## src/rtl/u409_flash_ctrl_if.sv

```systemverilog
// rtl/u409_flash_ctrl_if.sv - CPU-side strobes and flash device pins for the U409 flash controller
interface u409_flash_ctrl_if;
  logic        TSn;
  logic        RnW;
  logic        FLASH_SPACE;
  logic        F_RDY;
  logic [23:1] A;
  logic        F_ENn;
  logic        F_READn;
  logic        F_WRITEn;
  logic        F_WPn;
  logic        F_RSTn;
  logic [1:0]  F_BANK;
  logic        F_ACK;

  modport master (
    output TSn, RnW, FLASH_SPACE, F_RDY, A,
    input  F_ENn, F_READn, F_WRITEn, F_WPn, F_RSTn, F_BANK, F_ACK
  );

  modport slave (
    input  TSn, RnW, FLASH_SPACE, F_RDY, A,
    output F_ENn, F_READn, F_WRITEn, F_WPn, F_RSTn, F_BANK, F_ACK
  );
endinterface

```

## src/rtl/u409_flash_ctrl.sv

```systemverilog
// rtl/u409_flash_ctrl.sv - parallel boot flash controller: power-up reset, strobe sequencing, bank select, write-protect latch
module u409_flash_ctrl #(
  parameter int RST_CYCLES  = 16,
  parameter int READ_WAIT   = 4,
  parameter int WRITE_WAIT  = 3,
  parameter int RDY_TIMEOUT = 255
) (
  input  logic             CLK40,
  input  logic             RESET,
  u409_flash_ctrl_if.slave bus
);

  typedef enum logic [3:0] {
    INIT_RST, INIT_WAIT, IDLE, SETUP, RDY_WAIT,
    READ, WRITE, HOLD, ACK, CTRL_ACK
  } state_t;

  localparam logic [15:0] RST_LAST   = 16'(RST_CYCLES - 1);
  localparam logic [15:0] READ_LAST  = 16'(READ_WAIT - 1);
  localparam logic [15:0] WRITE_LAST = 16'(WRITE_WAIT - 1);
  localparam logic [15:0] RDY_LAST   = 16'(RDY_TIMEOUT - 1);

  state_t      state, state_nx;
  logic [15:0] cnt, cnt_nx;
  logic        rdy_m, rdy_s;
  logic        rnw_l, rnw_nx;
  logic        wp, wp_nx;
  logic [1:0]  bank, bank_nx;
  logic        en_n, rd_n, wr_n, ack, rst_n;
  logic        start, ctrl;

  assign start = !bus.TSn && bus.FLASH_SPACE;
  assign ctrl  = start && !bus.RnW && (bus.A[23:8] == 16'hFFFF);

  always_ff @(posedge CLK40 or posedge RESET) begin
    if (RESET) begin
      state <= INIT_RST;
      cnt   <= '0;
      rdy_m <= 1'b0;
      rdy_s <= 1'b0;
      rnw_l <= 1'b0;
      wp    <= 1'b0;
      bank  <= 2'b00;
    end else begin
      state <= state_nx;
      cnt   <= cnt_nx;
      rdy_m <= bus.F_RDY;
      rdy_s <= rdy_m;
      rnw_l <= rnw_nx;
      wp    <= wp_nx;
      bank  <= bank_nx;
    end
  end

  always_comb begin
    state_nx = state;
    rnw_nx   = rnw_l;
    wp_nx    = wp;
    bank_nx  = bank;
    en_n     = 1'b1;
    rd_n     = 1'b1;
    wr_n     = 1'b1;
    ack      = 1'b0;
    rst_n    = 1'b1;
    case (state)
      INIT_RST: begin
        rst_n = 1'b0;
        if (cnt == RST_LAST) state_nx = INIT_WAIT;
      end
      INIT_WAIT: begin
        if (rdy_s || cnt == RDY_LAST) state_nx = IDLE;
      end
      IDLE: begin
        if (ctrl) begin
          // Only the magic offset unlocks; any other control write re-locks.
          wp_nx    = (bus.A[7:1] == 7'h55);
          state_nx = CTRL_ACK;
        end else if (start) begin
          rnw_nx   = bus.RnW;
          bank_nx  = bus.A[23:22];
          state_nx = SETUP;
        end
      end
      SETUP: begin
        en_n     = 1'b0;
        state_nx = RDY_WAIT;
      end
      RDY_WAIT: begin
        en_n = 1'b0;
        // A ready timeout still completes the cycle rather than hanging the bus.
        if (rdy_s || cnt == RDY_LAST) begin
          if (rnw_l)    state_nx = READ;
          else if (!wp) state_nx = ACK;
          else          state_nx = WRITE;
        end
      end
      READ: begin
        en_n = 1'b0;
        rd_n = 1'b0;
        if (cnt == READ_LAST) state_nx = ACK;
      end
      WRITE: begin
        en_n = 1'b0;
        wr_n = 1'b0;
        if (cnt == WRITE_LAST) state_nx = HOLD;
      end
      HOLD: begin
        en_n     = 1'b0;
        state_nx = ACK;
      end
      ACK: begin
        en_n     = 1'b0;
        rd_n     = !rnw_l;
        ack      = 1'b1;
        state_nx = IDLE;
      end
      CTRL_ACK: begin
        ack      = 1'b1;
        state_nx = IDLE;
      end
      default: state_nx = INIT_RST;
    endcase
    cnt_nx = (state_nx != state || state == IDLE) ? 16'd0 : cnt + 16'd1;
  end

  assign bus.F_ENn    = en_n;
  assign bus.F_READn  = rd_n;
  assign bus.F_WRITEn = wr_n;
  assign bus.F_WPn    = wp;
  assign bus.F_RSTn   = rst_n;
  assign bus.F_BANK   = bank;
  assign bus.F_ACK    = ack;

endmodule

```

## src/flat_wrapper.sv

```systemverilog
// flat-port wrapper written by rule: the top's interface ports become plain ports
module u409_flash_ctrl_flat 
#(
  parameter int RST_CYCLES  = 16,
  parameter int READ_WAIT   = 4,
  parameter int WRITE_WAIT  = 3,
  parameter int RDY_TIMEOUT = 255
)
  (CLK40, RESET, bus_TSn, bus_RnW, bus_FLASH_SPACE, bus_F_RDY, bus_A, bus_F_ENn, bus_F_READn, bus_F_WRITEn, bus_F_WPn, bus_F_RSTn, bus_F_BANK, bus_F_ACK);
  u409_flash_ctrl_if bus_i ();
  input  logic CLK40;
  input  logic RESET;
  input wire logic [$bits(bus_i.TSn)-1:0] bus_TSn;
  input wire logic [$bits(bus_i.RnW)-1:0] bus_RnW;
  input wire logic [$bits(bus_i.FLASH_SPACE)-1:0] bus_FLASH_SPACE;
  input wire logic [$bits(bus_i.F_RDY)-1:0] bus_F_RDY;
  input wire logic [$bits(bus_i.A)-1:0] bus_A;
  output wire logic [$bits(bus_i.F_ENn)-1:0] bus_F_ENn;
  output wire logic [$bits(bus_i.F_READn)-1:0] bus_F_READn;
  output wire logic [$bits(bus_i.F_WRITEn)-1:0] bus_F_WRITEn;
  output wire logic [$bits(bus_i.F_WPn)-1:0] bus_F_WPn;
  output wire logic [$bits(bus_i.F_RSTn)-1:0] bus_F_RSTn;
  output wire logic [$bits(bus_i.F_BANK)-1:0] bus_F_BANK;
  output wire logic [$bits(bus_i.F_ACK)-1:0] bus_F_ACK;
  assign bus_i.TSn = bus_TSn;
  assign bus_i.RnW = bus_RnW;
  assign bus_i.FLASH_SPACE = bus_FLASH_SPACE;
  assign bus_i.F_RDY = bus_F_RDY;
  assign bus_i.A = bus_A;
  assign bus_F_ENn = bus_i.F_ENn;
  assign bus_F_READn = bus_i.F_READn;
  assign bus_F_WRITEn = bus_i.F_WRITEn;
  assign bus_F_WPn = bus_i.F_WPn;
  assign bus_F_RSTn = bus_i.F_RSTn;
  assign bus_F_BANK = bus_i.F_BANK;
  assign bus_F_ACK = bus_i.F_ACK;
  u409_flash_ctrl #(.RST_CYCLES(RST_CYCLES), .READ_WAIT(READ_WAIT), .WRITE_WAIT(WRITE_WAIT), .RDY_TIMEOUT(RDY_TIMEOUT)) u_core (.CLK40(CLK40), .RESET(RESET), .bus(bus_i));
endmodule
```

## config.mk

```make
export PLATFORM = sky130hd
export DESIGN_NAME = u409_flash_ctrl_flat
export DESIGN_NICKNAME = d
export VERILOG_FILES = /design/src/rtl/u409_flash_ctrl_if.sv /design/src/rtl/u409_flash_ctrl.sv /design/src/flat_wrapper.sv
export SDC_FILE = /design/constraint.sdc
export NUM_CORES = 1
export LEC_CHECK = 0
export CAP_MARGIN = 15
export CORE_MARGIN = 3
export CORE_UTILIZATION = 51
export CTS_CLUSTER_DIAMETER = 150
export DETAILED_ROUTE_END_ITERATION = 8
export PLACE_DENSITY = 0.8
export SLEW_MARGIN = 20
export SYNTH_ARGS = -nofsm -noshare
export SYNTH_HDL_FRONTEND = slang
export SYNTH_SLANG_ARGS = --single-unit
```

## constraint.sdc

```tcl
create_clock -name CLK40 -period 2.75 [get_ports CLK40]
set_clock_uncertainty 0.1 [all_clocks]
set_input_delay 0.55 -clock CLK40 [delete_from_list [all_inputs] [get_ports CLK40]]
set_output_delay 0.55 -clock CLK40 [all_outputs]
set_load 0.005 [all_outputs]
```

==> results.cfg, run 1 <==
[yosys]
syn_nets = 197
yosysTopAreaCell = dfrtp_1
synth.distinct_cells = 50
synth_commonest_cells = dfrtp_1, nand3_1, nor4_2
synth_edf_count = 0
synthFlopType = dfrtp_1
synth-xor-area-share_pct = 7.09
yosys.area_share.simple_pct = 34.7
synth_compound_area_share_pct = 10.9
synth_adder_area_share_pct = 1.45
yosysWarnings = 0
synthArstFlopShare_pct = 100
yosys_register_bits = 26
synth.avg_cell_area_um2 = 10.4
synth_top_area_share_pct = 37.6
syn_area_um2 = 1730
yosysMostFrequentCell = dfrtp_1
synth_top_family_by_area = simple AND/OR/NAND/NOR gates
synthCells = 166
yosys-top-cells-area = dfrtp_1, nor4_2, xnor2_1, nand3_1, xor2_1
muxShareOfSynthArea_pct = 3.18
seq_area_frac_synth_pct = 37.6

[cells_and_area]
multi_input_area_um2 = 990
regArea_um2 = 652
nets = 232
num_antenna_cells = 0
layout-drive-gt1-share_pct = 16.5
nFillCells = 266
syn2layout_area_growth_pct = 24.0
final_cells = 244

[route]
drt_first_pass_iters = 4
drc_errors = 0
routedWlPerCell_um = 16.3
wl_um = 3980
ant_nets = 0
drt_iter0_markers = 72
via_per_inst = 6.09
vias = 1487

[placed_design]
gp_congestion = 0.831
dp_hpwl_um = 2900
io_buffers = 36
dp_cells = 240

[global_route]
grt-ovfl-total = 0
grt_antenna_before_repair = 0
grt_first_pass_wirelength_um = 7250
grt_pass1_vias = 1568
grt_max_degree = 27
grt_use_total_pct = 21.8

[job]
drv_cap = 0

[sta]
fmax_mhz = 378
drv_slew = 0
tightest_slew_ns = 0.578
tns_ns = 0
hold_viol_final = 0
final.period_utilization_pct = 96.3
relSlewSlack_pct = 61.2
rsz0062_at_grt = no
setup_viol = 0
period_minus_slack_ns = 2.65

[clock_network]
cts_buffer_depth = 2
cts_root_buf = clkbuf_4
cts.htree.levels = 1
clk_latency_ns = 0.33
cts_tree = yes
clock-sinks = 26
clk_pin_slew_worst_paths_ns = 0.15
cts_hold_buf = 0
numCtsBuffers = 3

[die]
initial_core_util_pct = 54.8
core_um2 = 3150
ios = 37
dieArea_um2 = 4130
core.rowCount = 20
die_w_um = 64.2
die_h_um = 64.2

[setup_path]
cp_max_fo = 12
cp-start-kind = flip-flop
cp-end-kind = primary output
cp.arrival_ns = 2.00
worstPathRequired_ns = 2.10
crit_type = reg2out

[power]
worst_ir_drop_vdd_uv = 353
p_leak_uw = 0.000784
p_per_area_nw_per_um2 = 680

[run_status]
status = finished, final reports clean

[min_path]
hold_class = reg2reg
[cell type report]
| cell class | instances | share of cell area [%] |
|---|---|---|
| multi-input cells | 128 | 46.2 |
| flip-flops and latches | 26 | 30.4 |
| repair buffers | 39 | 17.9 |
| well taps | 44 | 2.57 |
| clock inverters | 1 | 1.40 |
| clock buffers | 3 | 1.05 |
| inverters | 3 | 0.525 |
[routing by layer]
metal,GRT usage (%),share of wire [%]
met1,27.9,41
met2,38.6,53
met3,3.16,5.8
met4,5.28,0.33
met5,0,0
[timing repair]
item | 4_1_cts | 5_1_grt
buffers inserted | 0 | 0
endpoints found under the setup margin | 0 | 1
gates resized for setup | 0 | 1
[placed cells by master (no fill, tap or decap), drive strengths merged, types with 3 or more instances in the layout]
| cell | synthesis | routed |
|---|---|---|
| nor2 | 9 | 9 |
| o32a | 3 | 3 |
| clkbuf | 2 | 3 |
| nand2b | 5 | 5 |
| nor4 | 20 | 20 |
| or4 | 3 | 3 |
| and4 | 3 | 3 |
| xnor2 | 8 | 8 |
| buf | 7 | 3 |
| inv | 3 | 3 |
| nand3 | 12 | 12 |
| o21ai | 5 | 5 |
| nor3 | 6 | 6 |
| nand2 | 7 | 7 |
| mux2 | 4 | 4 |
| dfrtp | 26 | 26 |
| a21oi | 4 | 4 |
| clkdlybuf4s50 | 0 | 36 |
| nand4 | 5 | 5 |
| xor2 | 6 | 6 |
| nor3b | 3 | 3 |
[cells by family (layout without fill, tap and decap cells)]
family                     after synthesis  count (layout)
AOI/OAI and AO/OA                       21              21
and+or+nand+nor                         86              86
DFF                                     26              26
xor gates and xnor gates                14              14
adders and majority gates                2               2
muxes                                    5               5
buffers and inverters                   12              46
[through the flow]
step	total power, uW	hold slack, ns	util (%)	worst slack, ns	cell area [um^2]
after floorplan	1020	0.231	-	0.658	1730
after global placement	1170	0.237	66.3	0.322	2090
after detailed placement	1190	0.242	66.3	0.233	2090
after CTS	1460	0.277	67.9	0.0548	2140
after global routing	1550	0.291	68.0	0.0207	2140
final	1460	0.274	68.0	0.102	2140
[final timing paths]
check                           startpoint              end  slack [ns]  depth (start not counted)
hold / removal                u_core.rdy_m     u_core.rdy_s        0.27                          0
min in group asynchronous            RESET    u_core.cnt[0]        0.45                          3
setup / recovery           u_core.state[3]      bus_F_READn        0.10                          4
max in group asynchronous            RESET  u_core.state[2]        1.82                          3
hold reg to reg               u_core.rdy_m     u_core.rdy_s        0.27                          0
setup reg to reg             u_core.cnt[0]    u_core.cnt[6]        0.44                          7
[critical path: stages (launching register included)]
cell,delay [ns]
dfrtp_1,0.62
nor2b_1,0.14
and2_1,0.24
o21bai_1,0.16
clkdlybuf4s50_1,0.51
[where the power goes]
| group | switching, uW | total, uW | internal (uW) |
|---|---|---|---|
| Combinational | 307 | 618 | 311 |
| Clock | 120 | 267 | 147 |
| Sequential | 126 | 572 | 445 |
| Total | 553 | 1460 | 904 |
[flip-flops by register name, summed over array words and instances (netlist names)]
register and count:
u_core.bus.F_BANK 2, u_core.bus.F_WPn 1, u_core.cnt 16, u_core.rdy_m 1
u_core.rdy_s 1, u_core.rnw_l 1, u_core.state 4
(Power assumes the default switching activity.)
==> run 2, diff against run 1 <==
--- a/config.mk
+++ b/config.mk
@@ -10,6 +10,7 @@
 export CORE_UTILIZATION = 51
 export CTS_CLUSTER_DIAMETER = 150
 export DETAILED_ROUTE_END_ITERATION = 8
+export MAX_ROUTING_LAYER = met4
 export PLACE_DENSITY = 0.8
 export SLEW_MARGIN = 20
 export SYNTH_ARGS = -nofsm -noshare
==> run 2 against run 1 <==
Effect of this change: sequential power fell by 3.5%; largest power group unchanged; clock power fell by 26%; critical endpoint is now bus_F_RSTn; worst setup slack improved by 0.028 ns.
==> results.cfg, run 2 (synthesized netlist as in run 1, its figures left out) <==
[run_status]
status = finished, final reports clean

[cells_and_area]
regMostFlops = u_core.cnt
mostFrequentLayoutCell = clkdlybuf4s50_1
num_antenna_cells = 0
final_cell_mix = clkdlybuf4s50_1, dfrtp_1, nor4_2, nand3_1
layout-drive-gt1-share_pct = 16.9
largest_reg_flops = 16
syn2layout_area_growth_pct = 23.4
nets = 233
final_cells = 245
final_util_pct = 67.7

[global_route]
grt-ovfl-total = 0
grt_use_total_pct = 20.3
busiest_layer = met2
grt_max_degree = 27
globalRouteMet1Util_pct = 25.5
met2_usage_pct = 35.1
grt_pass1_vias = 1542
grt_antenna_before_repair = 0
grt_util_met3_pct = 4.22
grt_first_pass_wirelength_um = 6710

[route]
routedWlPerCell_um = 15.4
vias = 1494
ant_nets = 0
wl_um = 3770
drt_iter0_markers = 110
drc_errors = 0
drt_first_pass_iters = 5
via_per_inst = 6.10

[setup_path]
timing.reg2reg.setup_slack_ns = 0.48
worst-path-buf-inv = 1
cpPeakStageDelay_ns = 0.61
crit_path_end = bus_F_RSTn
r2r-start = u_core.cnt[0]
crit_type = reg2out
slowest_stage = or4_1
rr_worst_depth = 7
cp_top_family = simple AND/OR/NAND/NOR gates
startpoint = u_core.state[0]
cp-end-kind = primary output
r2r-end = u_core.cnt[6]
cp-start-kind = flip-flop
crit_chain = or4_1, clkdlybuf4s50_1
worstPathRequired_ns = 2.10
cp_max_fo = 14
path_depth = 2
cp.arrival_ns = 1.97

[sta]
tns_ns = 0
final.period_utilization_pct = 95.3
period_minus_slack_ns = 2.62
setup_viol = 0
relSlewSlack_pct = 60.2
timing.hold.ws_ns = 0.263
hold_viol_final = 0
rsz0062_at_grt = no
drv_slew = 0
tightest_slew_ns = 0.593
fmax_mhz = 382

[power]
sw_frac_of_total_pct = 39.1
p_leak_uw = 0.000782
intPower_uw = 847
seqPwrFrac_pct = 39.7
p_sw_uw = 544
p_total_uw = 1390
p_comb_share_pct = 46.2
worst_ir_drop_vdd_uv = 379
power_frac_clock_pct = 14.2
p_per_area_nw_per_um2 = 652

[job]
drv_cap = 0

[die]
core.rowCount = 20
initial_core_util_pct = 54.8
die_w_um = 64.2
ios = 37
core_um2 = 3150
dieArea_um2 = 4130
die_h_um = 64.2

[clock_network]
numCtsBuffers = 3
cts_tree = yes
clk_pin_slew_worst_paths_ns = 0.15
clk_latency_ns = 0.33
cts.htree.levels = 1
cts_buffer_depth = 2
clock-sinks = 26
cts_root_buf = clkbuf_4

[placed_design]
dp_cells = 241
dp_hpwl_um = 2850
gp_congestion = 0.849
io_buffers = 36

[min_path]
hold_start = u_core.rdy_m
hold_class = reg2reg
-- run 2: power by group through the flow --
stage	combinational, uW	clock (uW)	sequential [uW]
after floorplan	513	0	505
after global placement	625	0	549
after detailed placement	647	0	555
after CTS	649	202	548
after global routing	709	217	565
final	642	197	552
-- run 2: worst min-delay path by stage --
stage | cells past startpoint | to
6_report | 0 | u_core.rdy_s
2_1_floorplan | 0 | u_core.rdy_s
3_3_place_gp | 0 | u_core.rdy_s
5_1_grt | 0 | u_core.rdy_s
4_1_cts | 0 | u_core.rdy_s
3_5_place_dp | 0 | u_core.rdy_s
-- run 2: layout make-up --
class	count	area (um^2)
clock buffers	4	36.3
well taps	44	55.1
inverters	3	11.3
multi-input cells	128	990
repair buffers	40	390
fillers	282	1020
flip-flops and latches	26	652
-- run 2: stage by stage --
stage	cell area [um^2]	worst slack [ns]
6_report	2130	0.130
5_1_grt	2130	0.00281
4_1_cts	2130	0.0565
3_5_place_dp	2100	0.271
3_3_place_gp	2100	0.328
2_1_floorplan	1730	0.658
-- run 2: metal layers --
metal,part of all wire (%),vias up
li1,-,701
met5,0,-
met2,50,57
met4,0.21,0
met1,44,733
met3,5.8,3
-- run 2: repair_timing --
item	4_1_cts	5_1_grt
buffers inserted	0	0
hold buffers	0	0
gates resized for setup	0	1
setup endpoints to repair	0	1
==> run 3, diff against run 2 <==
--- a/config.mk
+++ b/config.mk
@@ -6,7 +6,7 @@
 export NUM_CORES = 1
 export LEC_CHECK = 0
 export CAP_MARGIN = 15
-export CORE_MARGIN = 3
+export CORE_MARGIN = 2
 export CORE_UTILIZATION = 51
 export CTS_CLUSTER_DIAMETER = 150
 export DETAILED_ROUTE_END_ITERATION = 8
==> run 3 against run 2 <==
Effect of this change: clock power decreased by 16%; register-to-register slack worse by 0.08 ns; die area fell by 6.1%; core utilization fell by 3.2 points; largest cell class unchanged.
==> results.cfg, run 3 (synthesized netlist as in run 1, its figures left out) <==
[setup_path]
timing.reg2reg.setup_slack_ns = 0.40
crit_chain = or4_1, clkdlybuf4s50_1
cp-start-kind = flip-flop
worst-path-buf-inv = 1
rr_worst_depth = 7
cp_top_family = simple AND/OR/NAND/NOR gates
cp-end-kind = primary output
worstPathRequired_ns = 2.10
cp.arrival_ns = 1.99
slowest_stage = or4_1
r2r-end = u_core.cnt[15]
cp_max_fo = 16
cpPeakStageDelay_ns = 0.62
r2r-start = u_core.cnt[0]
crit_type = reg2out

[clock_network]
cts_buffer_depth = 2
cts.htree.levels = 1
numCtsBuffers = 3
clk_latency_ns = 0.34
clk_pin_slew_worst_paths_ns = 0.13
cts_tree = yes
cts_hold_buf = 0
cts_root_buf = clkbuf_4
clock-sinks = 26

[sta]
tightest_slew_ns = 0.575
hold_viol_final = 0
drv_slew = 0
fmax_mhz = 378
fin_ws_ns = 0.106
setup_viol = 0
tns_ns = 0
period_minus_slack_ns = 2.64
rsz0062_at_grt = no
relSlewSlack_pct = 61.3
final.period_utilization_pct = 96.1

[route]
drc_errors = 0
vias = 1473
wl_um = 3870
drt_first_pass_iters = 4
via_per_inst = 6.01
drt_iter0_markers = 69
ant_nets = 0
routedWlPerCell_um = 15.8

[die]
ios = 37
core.rowCount = 21
core_um2 = 3280
dieArea_um2 = 3870
die_w_um = 62.2
die_h_um = 62.2
initial_core_util_pct = 52.6

[power]
p_comb_share_pct = 45.4
power_frac_clock_pct = 12.2
seqPwrFrac_pct = 42.4
p_per_area_nw_per_um2 = 641
p_leak_uw = 0.000768
worst_ir_drop_vdd_uv = 419
intPower_uw = 809
sw_frac_of_total_pct = 40.4
p_sw_uw = 548

[global_route]
grt_max_degree = 27
grt_antenna_before_repair = 0
grt_pass1_vias = 1437
grt_first_pass_wirelength_um = 6690
grt-ovfl-total = 0
grt_use_total_pct = 21.8

[cells_and_area]
nets = 232
largest_reg_flops = 16
syn2layout_area_growth_pct = 22.4
layout-drive-gt1-share_pct = 16.6
num_antenna_cells = 0
final_cell_mix = clkdlybuf4s50_1, dfrtp_1, nor4_2, nand3_1
regMostFlops = u_core.cnt
mostFrequentLayoutCell = clkdlybuf4s50_1

[min_path]
hold_start = u_core.rdy_m
holdPathStages = 0
hold_path_end = u_core.rdy_s
hold_class = reg2reg

[placed_design]
pre_cts_slack_ns = 0.328
io_buffers = 36
dp_hpwl_um = 2870
gp_congestion = 0.876

[run_status]
status = finished, final reports clean

[job]
drv_cap = 0
-- run 3: changes by cell type in the layout (fill, tap and decap cells not counted), sizes merged --
cell    before  now
clkbuf       4    3
buf          4    3
-- run 3: worst reg2reg max path, stage by stage (launching register included) --
cell,delay (ns)
dfrtp_1,0.48
inv_1,0.07
ha_1,0.22
and3_4,0.16
a41oi_4,0.36
nor2_2,0.09
o32a_4,0.43
nor4_1,0.35
-- run 3: per-layer routing --
metal  track usage, %  vias to the layer above  routed length [um]
met3             2.17                        5                 194
met4             5.56                        0                  41
met1             28.6                      707                1650
met2             36.5                       58                1980
li1                 -                      703                   -
met5                -                        -                   0
-- run 3: metrics by stage --
step           total power [uW]  cell area, um^2  hold WS [ns]  instances  util (%)
2_1_floorplan              1020             1730         0.231        166         -
3_3_place_gp               1170             2090         0.235        242      63.7
3_5_place_dp               1190             2090         0.258        242      63.7
4_1_cts                    1360             2110         0.293        245      64.4
5_1_grt                    1460             2120         0.295        245      64.5
6_report                   1360             2120         0.278        245      64.5
-- run 3: layout make-up --
type | instances | area [um^2]
Clock buffer | 3 | 22.5
Fill cell | 277 | 1170
Inverter | 3 | 11.3
Multi-Input combinational cell | 128 | 990
Sequential cell | 26 | 653
Tap cell | 46 | 57.6
Timing Repair Buffer | 39 | 383
-- run 3: timing repair --
action	CTS	global route
resized for setup	0	2
buffers inserted	0	0
setup endpoints to repair	0	1
-- run 3: power by group through the flow --
stage                     clock network, uW  logic [uW]  registers (uW)
after floorplan                           0         513             505
after global placement                    0         599             569
after detailed placement                  0         618             575
after CTS                               167         621             569
after global routing                    184         680             595
final                                   166         616             575
-- run 3: worst max path at each step --
stage | start | end | slack, ns | depth (start not counted)
4_1_cts | u_core.state[2] | bus_F_READn | 0.06 | 4
5_1_grt | u_core.state[1] | bus_F_RSTn | 0.02 | 2
6_report | u_core.state[1] | bus_F_RSTn | 0.11 | 2
3_3_place_gp | bus_RnW | u_core.bus.F_WPn | 0.36 | 6
3_5_place_dp | bus_RnW | u_core.bus.F_WPn | 0.33 | 6
2_1_floorplan | u_core.cnt[0] | u_core.cnt[14] | 0.66 | 8
